## src/rtl/output_port_bank_if.sv

```systemverilog
// Bus bundle between the CPU/consumer side and the output port bank.
// The master side drives writes, pops and overflow clears; the bank
// (slave side) returns per-port head data and status flags.
interface output_port_bank_if #(
  parameter int WIDTH  = 8,
  parameter int NPORTS = 4,
  parameter int SELW   = 2
);
  logic                     we;
  logic [SELW-1:0]          sel_port;
  logic [WIDTH-1:0]         in_RD2;
  logic [NPORTS*WIDTH-1:0]  out_data;
  logic [NPORTS-1:0]        out_valid;
  logic [NPORTS-1:0]        ack;
  logic [NPORTS-1:0]        full;
  logic [NPORTS-1:0]        overflow;
  logic [NPORTS-1:0]        clr_ovf;
  logic                     sel_full;

  modport master (
    output we, sel_port, in_RD2, ack, clr_ovf,
    input  out_data, out_valid, full, overflow, sel_full
  );

  modport slave (
    input  we, sel_port, in_RD2, ack, clr_ovf,
    output out_data, out_valid, full, overflow, sel_full
  );
endinterface

```

## src/rtl/output_port_bank.sv

```systemverilog
// CPU output-port bank: NPORTS independent channels, each a DEPTH-entry
// FIFO written by the CPU output instruction and drained by an external
// consumer through a valid/ack handshake. Single clock, no gated clocks;
// every output is a decode of registered state (plus sel_port).
module output_port_bank #(
  parameter int WIDTH  = 8,
  parameter int NPORTS = 4,
  parameter int SELW   = 2,
  parameter int DEPTH  = 2
) (
  input  logic                clk,
  input  logic                reset,
  output_port_bank_if.slave   bus
);

  localparam int PW = (DEPTH > 1) ? $clog2(DEPTH) : 1;
  localparam int CW = PW + 1;

  typedef logic [WIDTH-1:0] word_t;

  word_t             mem_q    [NPORTS][DEPTH];
  word_t             mem_d    [NPORTS][DEPTH];
  logic [PW-1:0]     rd_ptr_q [NPORTS];
  logic [PW-1:0]     rd_ptr_d [NPORTS];
  logic [PW-1:0]     wr_ptr_q [NPORTS];
  logic [PW-1:0]     wr_ptr_d [NPORTS];
  logic [CW-1:0]     count_q  [NPORTS];
  logic [CW-1:0]     count_d  [NPORTS];
  logic [NPORTS-1:0] overflow_q;
  logic [NPORTS-1:0] overflow_d;

  logic [NPORTS-1:0] wr_hit;
  logic [NPORTS-1:0] pop;
  logic [NPORTS-1:0] accept;

  // Per-port write/pop decode; a full port still accepts when it pops in the same cycle
  always_comb begin
    wr_hit = '0;
    pop    = '0;
    accept = '0;
    for (int p = 0; p < NPORTS; p++) begin
      wr_hit[p] = bus.we && (bus.sel_port == SELW'(p));
      pop[p]    = bus.ack[p] && (count_q[p] != '0);
      accept[p] = wr_hit[p] && ((count_q[p] != CW'(DEPTH)) || pop[p]);
    end
  end

  // Next-state for storage, pointers, occupancy and sticky overflow
  always_comb begin
    mem_d      = mem_q;
    rd_ptr_d   = rd_ptr_q;
    wr_ptr_d   = wr_ptr_q;
    count_d    = count_q;
    overflow_d = overflow_q;
    for (int p = 0; p < NPORTS; p++) begin
      if (accept[p]) begin
        mem_d[p][wr_ptr_q[p]] = bus.in_RD2;
        wr_ptr_d[p]           = wr_ptr_q[p] + PW'(1);
      end
      if (pop[p]) begin
        rd_ptr_d[p] = rd_ptr_q[p] + PW'(1);
      end
      if (accept[p] && !pop[p]) begin
        count_d[p] = count_q[p] + CW'(1);
      end else if (pop[p] && !accept[p]) begin
        count_d[p] = count_q[p] - CW'(1);
      end
      if (wr_hit[p] && !accept[p]) begin
        overflow_d[p] = 1'b1;
      end else if (bus.clr_ovf[p]) begin
        overflow_d[p] = 1'b0;
      end
    end
  end

  // State registers; reset clears everything immediately, including storage
  always_ff @(posedge clk or posedge reset) begin
    if (reset) begin
      for (int p = 0; p < NPORTS; p++) begin
        for (int e = 0; e < DEPTH; e++) begin
          mem_q[p][e] <= '0;
        end
        rd_ptr_q[p] <= '0;
        wr_ptr_q[p] <= '0;
        count_q[p]  <= '0;
      end
      overflow_q <= '0;
    end else begin
      mem_q      <= mem_d;
      rd_ptr_q   <= rd_ptr_d;
      wr_ptr_q   <= wr_ptr_d;
      count_q    <= count_d;
      overflow_q <= overflow_d;
    end
  end

  // Status and head-data decode from registered state; head reads as 0 when empty
  always_comb begin
    bus.out_data  = '0;
    bus.out_valid = '0;
    bus.full      = '0;
    bus.sel_full  = 1'b0;
    for (int p = 0; p < NPORTS; p++) begin
      if (count_q[p] != '0) begin
        bus.out_valid[p]                 = 1'b1;
        bus.out_data[p*WIDTH +: WIDTH]   = mem_q[p][rd_ptr_q[p]];
      end
      bus.full[p] = (count_q[p] == CW'(DEPTH));
      if (bus.sel_port == SELW'(p)) begin
        bus.sel_full = (count_q[p] == CW'(DEPTH));
      end
    end
  end

  assign bus.overflow = overflow_q;

endmodule

```

## src/flat_wrapper.sv

```systemverilog
// flat-port wrapper written by rule: the top's interface ports become plain ports
module output_port_bank_flat 
#(
  parameter int WIDTH  = 8,
  parameter int NPORTS = 4,
  parameter int SELW   = 2,
  parameter int DEPTH  = 2
)
  (clk, reset, bus_we, bus_sel_port, bus_in_RD2, bus_ack, bus_clr_ovf, bus_out_data, bus_out_valid, bus_full, bus_overflow, bus_sel_full);
  output_port_bank_if #(.WIDTH(WIDTH), .NPORTS(NPORTS), .SELW(SELW)) bus_i ();
  input  logic clk;
  input  logic reset;
  input wire logic [$bits(bus_i.we)-1:0] bus_we;
  input wire logic [$bits(bus_i.sel_port)-1:0] bus_sel_port;
  input wire logic [$bits(bus_i.in_RD2)-1:0] bus_in_RD2;
  input wire logic [$bits(bus_i.ack)-1:0] bus_ack;
  input wire logic [$bits(bus_i.clr_ovf)-1:0] bus_clr_ovf;
  output wire logic [$bits(bus_i.out_data)-1:0] bus_out_data;
  output wire logic [$bits(bus_i.out_valid)-1:0] bus_out_valid;
  output wire logic [$bits(bus_i.full)-1:0] bus_full;
  output wire logic [$bits(bus_i.overflow)-1:0] bus_overflow;
  output wire logic [$bits(bus_i.sel_full)-1:0] bus_sel_full;
  assign bus_i.we = bus_we;
  assign bus_i.sel_port = bus_sel_port;
  assign bus_i.in_RD2 = bus_in_RD2;
  assign bus_i.ack = bus_ack;
  assign bus_i.clr_ovf = bus_clr_ovf;
  assign bus_out_data = bus_i.out_data;
  assign bus_out_valid = bus_i.out_valid;
  assign bus_full = bus_i.full;
  assign bus_overflow = bus_i.overflow;
  assign bus_sel_full = bus_i.sel_full;
  output_port_bank #(.WIDTH(WIDTH), .NPORTS(NPORTS), .SELW(SELW), .DEPTH(DEPTH)) u_core (.clk(clk), .reset(reset), .bus(bus_i));
endmodule
```

## config.mk

```make
export PLATFORM = sky130hd
export DESIGN_NAME = output_port_bank_flat
export DESIGN_NICKNAME = d
export VERILOG_FILES = /design/src/rtl/output_port_bank_if.sv /design/src/rtl/output_port_bank.sv /design/src/flat_wrapper.sv
export SDC_FILE = /design/constraint.sdc
export NUM_CORES = 1
export LEC_CHECK = 0
export BUFFER_PORTS_ARGS = -buffer_cell sky130_fd_sc_hd__buf_2
export CORE_AREA = 4 4 137 86
export CTS_CLUSTER_DIAMETER = 30
export CTS_CLUSTER_SIZE = 12
export DETAILED_ROUTE_END_ITERATION = 6
export DIE_AREA = 0 0 141 90
export GPL_ROUTABILITY_DRIVEN = 1
export HOLD_SLACK_MARGIN = 0.05
export PLACE_DENSITY_LB_ADDON = 0.12
export SYNTH_ARGS = -nofsm -noshare
export SYNTH_HDL_FRONTEND = slang
export SYNTH_SLANG_ARGS = --single-unit
```

## constraint.sdc

```tcl
create_clock -name clk -period 7.7 [get_ports clk]
set_input_delay 1.925 -clock clk [delete_from_list [all_inputs] [get_ports clk]]
set_output_delay 1.925 -clock clk [all_outputs]
set_load 0.02 [all_outputs]
```

==> results of run 1 <==
## synthesized netlist by cell type
master,count,area share [%]
nand4_1,1,0.16
buf_2,3,0.37
nor3b_2,3,0.93
nor4_4,2,1.1
or3b_1,2,0.44
clkbuf_8,1,0.34
nor2_1,42,3.9
nor2b_1,4,0.62
dfrtp_1,84,52
nor3_1,2,0.25
mux2_2,48,13
ha_1,4,1.2
clkbuf_1,4,0.37
nand3b_4,1,0.50
xnor2_1,8,1.7
nand3b_2,2,0.56
buf_6,3,0.84
o21ai_0,7,0.87
mux2_4,16,6.0
and3b_2,1,0.25
mux2i_1,32,8.0
nor3b_1,2,0.37
nor3_2,2,0.50
inv_1,9,0.84
nand2b_1,2,0.31
xor2_1,12,2.6
mux4_2,1,0.56
nand3_2,1,0.25
nand2_1,3,0.28
o22ai_1,1,0.16
## layout make-up
cell class / instances / area share (%)
clock buffers: 13 / 5.51
clock inverters: 2 / 0.212
inverters: 9 / 0.742
multi-input cells: 199 / 38.3
flip-flops and latches: 84 / 44.5
well taps: 139 / 3.68
repair buffers: 66 / 7.05
## cells by family after synthesis
kind of cell    synth area share [%]
compound gates                  1.03
xor+xnor                        4.36
buf+inv                         2.77
mux                             27.9
simple gates                    10.4
fa+ha+maj                       1.24
flops                           52.3
## sequential cells by signal (all words and copies together), names as in the netlist
register	count
u_core.mem_q	64
u_core.count_q	8
u_core.bus.overflow	4
u_core.rd_ptr_q	4
u_core.wr_ptr_q	4
## path summary, 6_finish.rpt
kind / slack [ns] / from / cells past startpoint / to
max reg2reg: 5.88 / u_core.count_q[4]$_DFFE_PP0P_ / 3 / u_core.mem_q[37]$_DFFE_PP0P_
min in group asynchronous: 1.60 / reset / 2 / u_core.mem_q[52]$_DFFE_PP0P_
min: 0.50 / u_core.wr_ptr_q[0]$_DFFE_PP0N_ / 1 / u_core.wr_ptr_q[0]$_DFFE_PP0N_
min reg2reg: 0.50 / u_core.wr_ptr_q[0]$_DFFE_PP0N_ / 1 / u_core.wr_ptr_q[0]$_DFFE_PP0N_
max: 2.90 / bus_sel_port[0] / 3 / bus_sel_full
max in group asynchronous: 5.01 / reset / 3 / u_core.count_q[2]$_DFFE_PP0P_
## power breakdown
group / total [mW] / switching, mW / leakage, nW / internal [mW]
Clock: 0.394 / 0.161 / 0.135 / 0.233
Combinational: 0.928 / 0.489 / 1.14 / 0.439
Sequential: 0.841 / 0.184 / 1.01 / 0.657
Total: 2.16 / 0.834 / 2.29 / 1.33
## stage by stage
step / cells / total power [mW] / utilization [%] / hold slack (ns) / cell area [um^2]
after floorplan: 303 / 1.52 / - / 0.473 / 4020
after detailed placement: 497 / 1.79 / 42.6 / 0.491 / 4450
after CTS: 512 / 2.19 / 45.2 / 0.503 / 4720
final: 512 / 2.16 / 45.2 / 0.500 / 4720
after global placement: 497 / 1.77 / 42.6 / 0.486 / 4450
after global routing: 512 / 2.33 / 45.2 / 0.513 / 4720
## critical path, stage by stage
cell and delay, ns:
buf_2 0.25, mux4_2 0.53, buf_2 0.17
## layer usage
| metal | global-route usage [%] | vias up | routed length (um) |
|---|---|---|---|
| met3 | 4.61 | 9 | 357 |
| met4 | 4.27 | 0 | 128 |
| met5 | 0 | - | 0 |
| met1 | 21.3 | 1202 | 4480 |
| li1 | - | 1177 | - |
| met2 | 20.8 | 49 | 3640 |
==> results.json, run 1 <==
{
  "die_h_um": 90,
  "grt.overflow.total": 0,
  "portBuffers": 65,
  "die_area_mm2": 0.0127,
  "worstPathRequired_ns": 5.78,
  "cts_buffers": 9,
  "slew_headroom_pct": 51.6,
  "fmax_mhz": 208,
  "powerDensity_mw_per_mm2": 458,
  "hold_viol": 0,
  "die_x_um": 141,
  "cts.sinks": 84,
  "gp_congestion": 0.734,
  "drt_iter0_markers": 81,
  "cts_root_buf": "clkbuf_16",
  "ys_types": 30,
  "drc": 0,
  "leakagePower_nw": 2.29,
  "regArea_mm2": 0.00210,
  "cts_hold_buf": 0,
  "cts_resized": 0,
  "critical_path_class": "input pin to output pin",
  "fp.coreArea_mm2": 0.0105,
  "fin_crit_sh_pct": 62.4,
  "wl_per_cell_um": 16.8,
  "diodes": 0,
  "vias": 2437,
  "grt_first_pass_wirelength_mm": 14.3,
  "first_global_vias": 2616,
  "status": "finished clean",
  "h-tree-depth": 3,
  "netlist_instances": 303,
  "drive_above_1_share_pct": 42.1,
  "io_pins": 66,
  "final_cell_mix": "dfrtp_1 (84), buf_2 (65), mux2_2 (48)",
  "multi_input_area_mm2": 0.00181,
  "seq_area_frac_synth_pct": 52.3,
  "rows": 29,
  "min_path_type": "register to register",
  "cap_violations": 0,
  "yosysWarnings": 0,
  "synth_area_mm2": 0.00402,
  "grt_max_degree": 58,
  "avgSynthCellArea_um2": 13.3,
  "syn2layout_area_growth_pct": 17.4,
  "startpoint_type": "input pin",
  "critPathCaptureType": "output pin",
  "fin_worst_skew_ns": 0.00527,
  "antenna_found_initial": 0,
  "fin_crit_ns": 4.80,
  "cp_max_fo": 10,
  "clock_latency_ns": 0.33,
  "finalSetupViolations": 0,
  "cts.path.max_buffers": 2,
  "post-place-ws_ns": 2.89,
  "initial_utilization_pct": 38.5,
  "dp.final_hpwl_mm": 6.02,
  "clkTransAtPathRegs_ns": 0.06,
  "cts_tree": "built",
  "vias_per_cell": 4.76,
  "wirelength_mm": 8.60,
  "arrival_ns": 2.88,
  "fillers": 983,
  "syn_nets": 328,
  "peakVddDrop_mv": 0.198,
  "fin_ws_ns": 2.90,
  "cts_setup_buffers": 0,
  "nNetsFinal": 394,
  "drt.antenna.violating_nets": 0,
  "first_pass_iters": 4,
  "synth_seq_cells": 84,
  "final_common_cell": "dfrtp_1",
  "final.setup.tns_ns": 0,
  "rsz0062_at_grt": "false",
  "grt_usage_pct": 14.6,
  "slew_violations": 0,
  "worst_pin_slew_ns": 0.722
}
No activity file was read; power rests on OpenSTA's default activity.
==> inputs of run 2 (changes only) <==
- clock period: 7.7 -> 4.7 ns (I/O delays scaled with it)
==> run 2 against run 1 <==
Count of clock-buffer cells in the layout did not move. First-iteration DRC count grew 65%. Global-route usage rose by 0.15 points. Design area did not move. Clock power is 64% higher. Die area unchanged. Clock skew up 0.0012 ns. Critical path depth unchanged. Core utilization stayed put. Flip-flop and latch count is the same. Power is 64% higher.
==> results.json, run 2 (synthesized netlist as in run 1, its figures left out) <==
{
  "status": "finished clean",
  "rsz0062_at_grt": "false",
  "cts_setup_buffers": 0,
  "vias_per_cell": 4.77,
  "finish.instance_area_mm2": 0.00472,
  "portBuffers": 65,
  "post_dp_cell_area_mm2": 0.00445,
  "first_pass_iters": 4,
  "leakagePower_nw": 2.29,
  "fin_ws_ns": 1.39,
  "cts.sinks": 84,
  "cp-startpoint": "bus_sel_port[0]",
  "cp_max_fo": 10,
  "clkTransAtPathRegs_ns": 0.05,
  "drt.antenna.violating_nets": 0,
  "die_h_um": 90,
  "io_pins": 66,
  "rows": 29,
  "initial_utilization_pct": 38.5,
  "r2r-start": "u_core.count_q[4]$_DFFE_PP0P_",
  "dp.final_hpwl_mm": 6.19,
  "wirelength_mm": 8.80,
  "syn2layout_area_growth_pct": 17.4,
  "diodes": 0,
  "fp.coreArea_mm2": 0.0105,
  "post-place-ws_ns": 1.39,
  "grt_max_degree": 58,
  "peakVddDrop_mv": 0.365,
  "drt_iter0_markers": 134,
  "reg2reg_to": "u_core.mem_q[37]$_DFFE_PP0P_",
  "h-tree-depth": 3,
  "fin_worst_skew_ns": 0.00652,
  "cts.path.max_buffers": 2,
  "antenna_found_initial": 0,
  "die_x_um": 141,
  "worst_pin_slew_ns": 1.02,
  "vias": 2443,
  "grt_first_pass_wirelength_mm": 14.2,
  "final.setup.tns_ns": 0,
  "cts_resized": 0,
  "drive_above_1_share_pct": 42.1,
  "cp-endpoint": "bus_sel_full",
  "final_core_util_pct": 45.2,
  "cts_tree": "built",
  "rr_worst_depth": 3,
  "cap_violations": 0,
  "r2r_setup_slack_ns": 2.88,
  "multi_input_area_mm2": 0.00181,
  "gp_congestion": 0.738,
  "fin_crit_sh_pct": 70.4,
  "worstPathRequired_ns": 3.52,
  "reg.largest.list": "u_core.mem_q: 64 flops, u_core.count_q: 8 flops",
  "nNetsFinal": 394,
  "first_global_vias": 2508,
  "powerDensity_mw_per_mm2": 752,
  "critPathCaptureType": "output pin",
  "cts_buffers": 9,
  "min_path_type": "register to register",
  "regArea_mm2": 0.00210,
  "startpoint_type": "input pin",
  "fmax_mhz": 302,
  "drc": 0,
  "clock_latency_ns": 0.33,
  "largest_register_ffs": 64,
  "final_common_cell": "dfrtp_1",
  "fin_crit_ns": 3.31,
  "hold_viol": 0,
  "arrival_ns": 2.14,
  "final_cell_mix": "dfrtp_1 (84), buf_2 (65), mux2_2 (48)",
  "finalSetupViolations": 0,
  "fillers": 992,
  "holdWs_ns": 0.499,
  "critical_path_class": "input pin to output pin",
  "cts_root_buf": "clkbuf_16",
  "hp-start": "u_core.wr_ptr_q[2]$_DFFE_PP0N_",
  "slew_headroom_pct": 32.3,
  "die_area_mm2": 0.0127,
  "cts_hold_buf": 0,
  "grt.overflow.total": 0,
  "wl_per_cell_um": 17.2,
  "top_register": "u_core.mem_q",
  "grt_usage_pct": 14.8,
  "slew_violations": 0
}
## run 2: area by class of cell
| type | instances | area share, % |
|---|---|---|
| flip-flops and latches | 84 | 44.5 |
| inverters | 9 | 0.742 |
| repair buffers | 66 | 7.05 |
| clock inverters | 2 | 0.212 |
| clock buffers | 13 | 5.51 |
| multi-input cells | 199 | 38.3 |
| well taps | 139 | 3.68 |
## run 2: worst max-delay path, cell delays in order
cell    delay (ns)
buf_2         0.26
mux4_2        0.53
buf_2         0.17
## run 2: power breakdown
| group | internal [mW] | leakage [nW] | switching, mW | total [mW] |
|---|---|---|---|---|
| combinational | 0.719 | 1.14 | 0.805 | 1.52 |
| sequential | 1.08 | 1.01 | 0.302 | 1.38 |
| clock | 0.382 | 0.135 | 0.264 | 0.647 |
## run 2: routing by layer
layer / global-route usage, % / vias to the layer above / wire [um]
li1: - / 1173 / -
met1: 21.9 / 1211 / 4590
met2: 20.8 / 47 / 3760
met3: 4.03 / 12 / 321
met4: 4.60 / 0 / 125
met5: 0 / - / 0
## run 2: stage by stage
step / instances / power, mW
3_5_place_dp: 497 / 2.94
4_1_cts: 512 / 3.60
2_1_floorplan: 303 / 2.49
3_3_place_gp: 497 / 2.90
5_1_grt: 512 / 3.81
6_report: 512 / 3.55
## run 2: worst min-delay path by stage
stage                                endpoint  slack [ns]  depth (start not counted)
2_1_floorplan  u_core.wr_ptr_q[0]$_DFFE_PP0N_        0.47                          1
3_3_place_gp   u_core.wr_ptr_q[0]$_DFFE_PP0N_        0.49                          1
3_5_place_dp   u_core.wr_ptr_q[0]$_DFFE_PP0N_        0.49                          1
4_1_cts        u_core.wr_ptr_q[0]$_DFFE_PP0N_        0.50                          1
5_1_grt          u_core.mem_q[30]$_DFFE_PP0P_        0.52                          1
6_report       u_core.wr_ptr_q[2]$_DFFE_PP0N_        0.50                          1
==> inputs of run 3 (changes only) <==
- clock period: 4.7 -> 3.42 ns (I/O delays scaled with it)
==> run 3 against run 2 <==
Sequential power up 37%. Critical path depth unchanged. Combinational power up 38%. Global-route usage up 0.10 points. Hold slack better by 0.0026 ns. Die area unchanged. Worst setup slack worse by 0.65 ns.
==> results.json, run 3 (synthesized netlist as in run 1, its figures left out) <==
{
  "worstPathRequired_ns": 2.56,
  "cts_tree": "built",
  "leakagePower_nw": 2.31,
  "first_global_vias": 2539,
  "rows": 29,
  "reg.largest.list": "u_core.mem_q: 64 flops, u_core.count_q: 8 flops",
  "hold_viol": 0,
  "clock_latency_ns": 0.34,
  "r2r_setup_slack_ns": 1.54,
  "worst_pin_slew_ns": 0.742,
  "slew_headroom_pct": 50.4,
  "cts_root_buf": "clkbuf_16",
  "finish.instance_area_mm2": 0.00479,
  "cp_cell_sequence": "buf_2 -> mux4_2 -> buf_2",
  "gr-usage-met1_pct": 22.0,
  "drive_above_1_share_pct": 43.1,
  "fmax_mhz": 373,
  "path_common_cell": "buf_2",
  "cap_violations": 0,
  "status": "finished clean",
  "dp.final_hpwl_mm": 6.18,
  "finalSetupViolations": 0,
  "cp_max_fo": 10,
  "wirelength_mm": 8.88,
  "nNetsFinal": 396,
  "min_path_type": "register to register",
  "busiest_layer": "met1",
  "met3_usage_pct": 4.51,
  "top_register": "u_core.mem_q",
  "fin_crit_sh_pct": 78.4,
  "die_x_um": 141,
  "grt.overflow.total": 0,
  "vias_per_cell": 4.75,
  "cts.path.max_buffers": 2,
  "drt_iter0_markers": 108,
  "first_pass_iters": 4,
  "wl_per_cell_um": 17.2,
  "antenna_found_initial": 0,
  "slew_violations": 0,
  "critical_path_class": "input pin to output pin",
  "fin_crit_ns": 2.68,
  "grt_first_pass_wirelength_mm": 14.4,
  "grt_max_degree": 28,
  "met2_usage_pct": 20.8,
  "final_cell_mix": "dfrtp_1 (84), buf_2 (65), mux2_2 (48)",
  "rsz0062_at_grt": "false",
  "io_pins": 66,
  "clkTransAtPathRegs_ns": 0.06,
  "final_common_cell": "dfrtp_1",
  "final.setup.tns_ns": 0,
  "startpoint_type": "input pin",
  "cp-startpoint": "bus_sel_port[0]",
  "diodes": 0,
  "syn2layout_area_growth_pct": 19.2,
  "cts_hold_buf": 0,
  "cts.sinks": 84,
  "fin_ws_ns": 0.739,
  "peakVddDrop_mv": 0.451,
  "critPathMaxStageDelay_ns": 0.54,
  "post_dp_cell_area_mm2": 0.00447,
  "r2r-start": "u_core.count_q[4]$_DFFE_PP0P_",
  "die_h_um": 90,
  "die_area_mm2": 0.0127,
  "grt_usage_pct": 14.9,
  "arrival_ns": 1.83,
  "fillers": 997,
  "powerDensity_mw_per_mm2": 1050,
  "largest_register_ffs": 64,
  "h-tree-depth": 3,
  "initial_utilization_pct": 38.5,
  "cts_setup_buffers": 0,
  "fp.coreArea_mm2": 0.0105,
  "fin_worst_skew_ns": 0.00712,
  "drc": 0,
  "gp_congestion": 0.724,
  "critPathCaptureType": "output pin",
  "vias": 2447,
  "portBuffers": 65,
  "holdWs_ns": 0.502,
  "reg2reg_to": "u_core.mem_q[37]$_DFFE_PP0P_",
  "drt.antenna.violating_nets": 0,
  "cp_slowest_cell": "mux4_2",
  "cts_buffers": 9,
  "cp-endpoint": "bus_sel_full",
  "cts_resized": 0,
  "post-place-ws_ns": 0.733,
  "rr_worst_depth": 3
}
==> run 3: changes by cell type in the layout (fill, tap and decap cells not counted) <==
cell,change
clkinv_4,+1
buf_4,+2
clkinvlp_4,+3
inv_6,+1
clkbuf_1,-2
clkinv_2,-2
clkbuf_8,-2
bufinv_16,+2
==> run 3: routing by layer <==
metal  wire, um  share of wire, %  vias to the layer above
met5          0                 0                        -
met4         79              0.89                        0
met3        428               4.8                        7
met2       3800                43                       45
met1       4570                51                     1213
li1           -                 -                     1182
==> run 3: worst max-delay path, delay by kind of cell <==
kind / cells / cell delay [ns]
buf+inv: 2 / 0.43
mux: 1 / 0.54
==> run 3: layout make-up <==
type	count	area, um^2	area share, %
clock buffers	9	225	4.70
clock inverters	7	100	2.09
inverters	9	35.0	0.731
multi-input cells	199	1810	37.7
flip-flops and latches	84	2100	43.9
well taps	139	174	3.63
repair buffers	68	348	7.26
==> run 3: through the flow <==
| step | std cells | utilization, % | total power [mW] |
|---|---|---|---|
| floorplan | 303 | - | 3.42 |
| global placement | 499 | 42.7 | 3.99 |
| detailed placement | 499 | 42.7 | 4.04 |
| CTS | 515 | 45.9 | 5.10 |
| global route | 515 | 45.9 | 5.40 |
| finish | 515 | 45.9 | 5.04 |
==> run 3: how the worst min path moves through the flow <==
stage,slack (ns),cells past startpoint,to,from
5_1_grt,0.51,1,u_core.mem_q[30]$_DFFE_PP0P_,u_core.mem_q[30]$_DFFE_PP0P_
3_5_place_dp,0.49,1,u_core.wr_ptr_q[0]$_DFFE_PP0N_,u_core.wr_ptr_q[0]$_DFFE_PP0N_
3_3_place_gp,0.49,1,u_core.wr_ptr_q[2]$_DFFE_PP0N_,u_core.wr_ptr_q[2]$_DFFE_PP0N_
4_1_cts,0.50,1,u_core.wr_ptr_q[0]$_DFFE_PP0N_,u_core.wr_ptr_q[0]$_DFFE_PP0N_
2_1_floorplan,0.47,1,u_core.wr_ptr_q[0]$_DFFE_PP0N_,u_core.wr_ptr_q[0]$_DFFE_PP0N_
6_report,0.50,1,u_core.wr_ptr_q[0]$_DFFE_PP0N_,u_core.wr_ptr_q[0]$_DFFE_PP0N_
==> run 3: power breakdown <==
group	internal, mW	switching, mW
Combinational	0.991	1.11
Clock	0.643	0.407
Sequential	1.48	0.413
Total	3.11	1.93
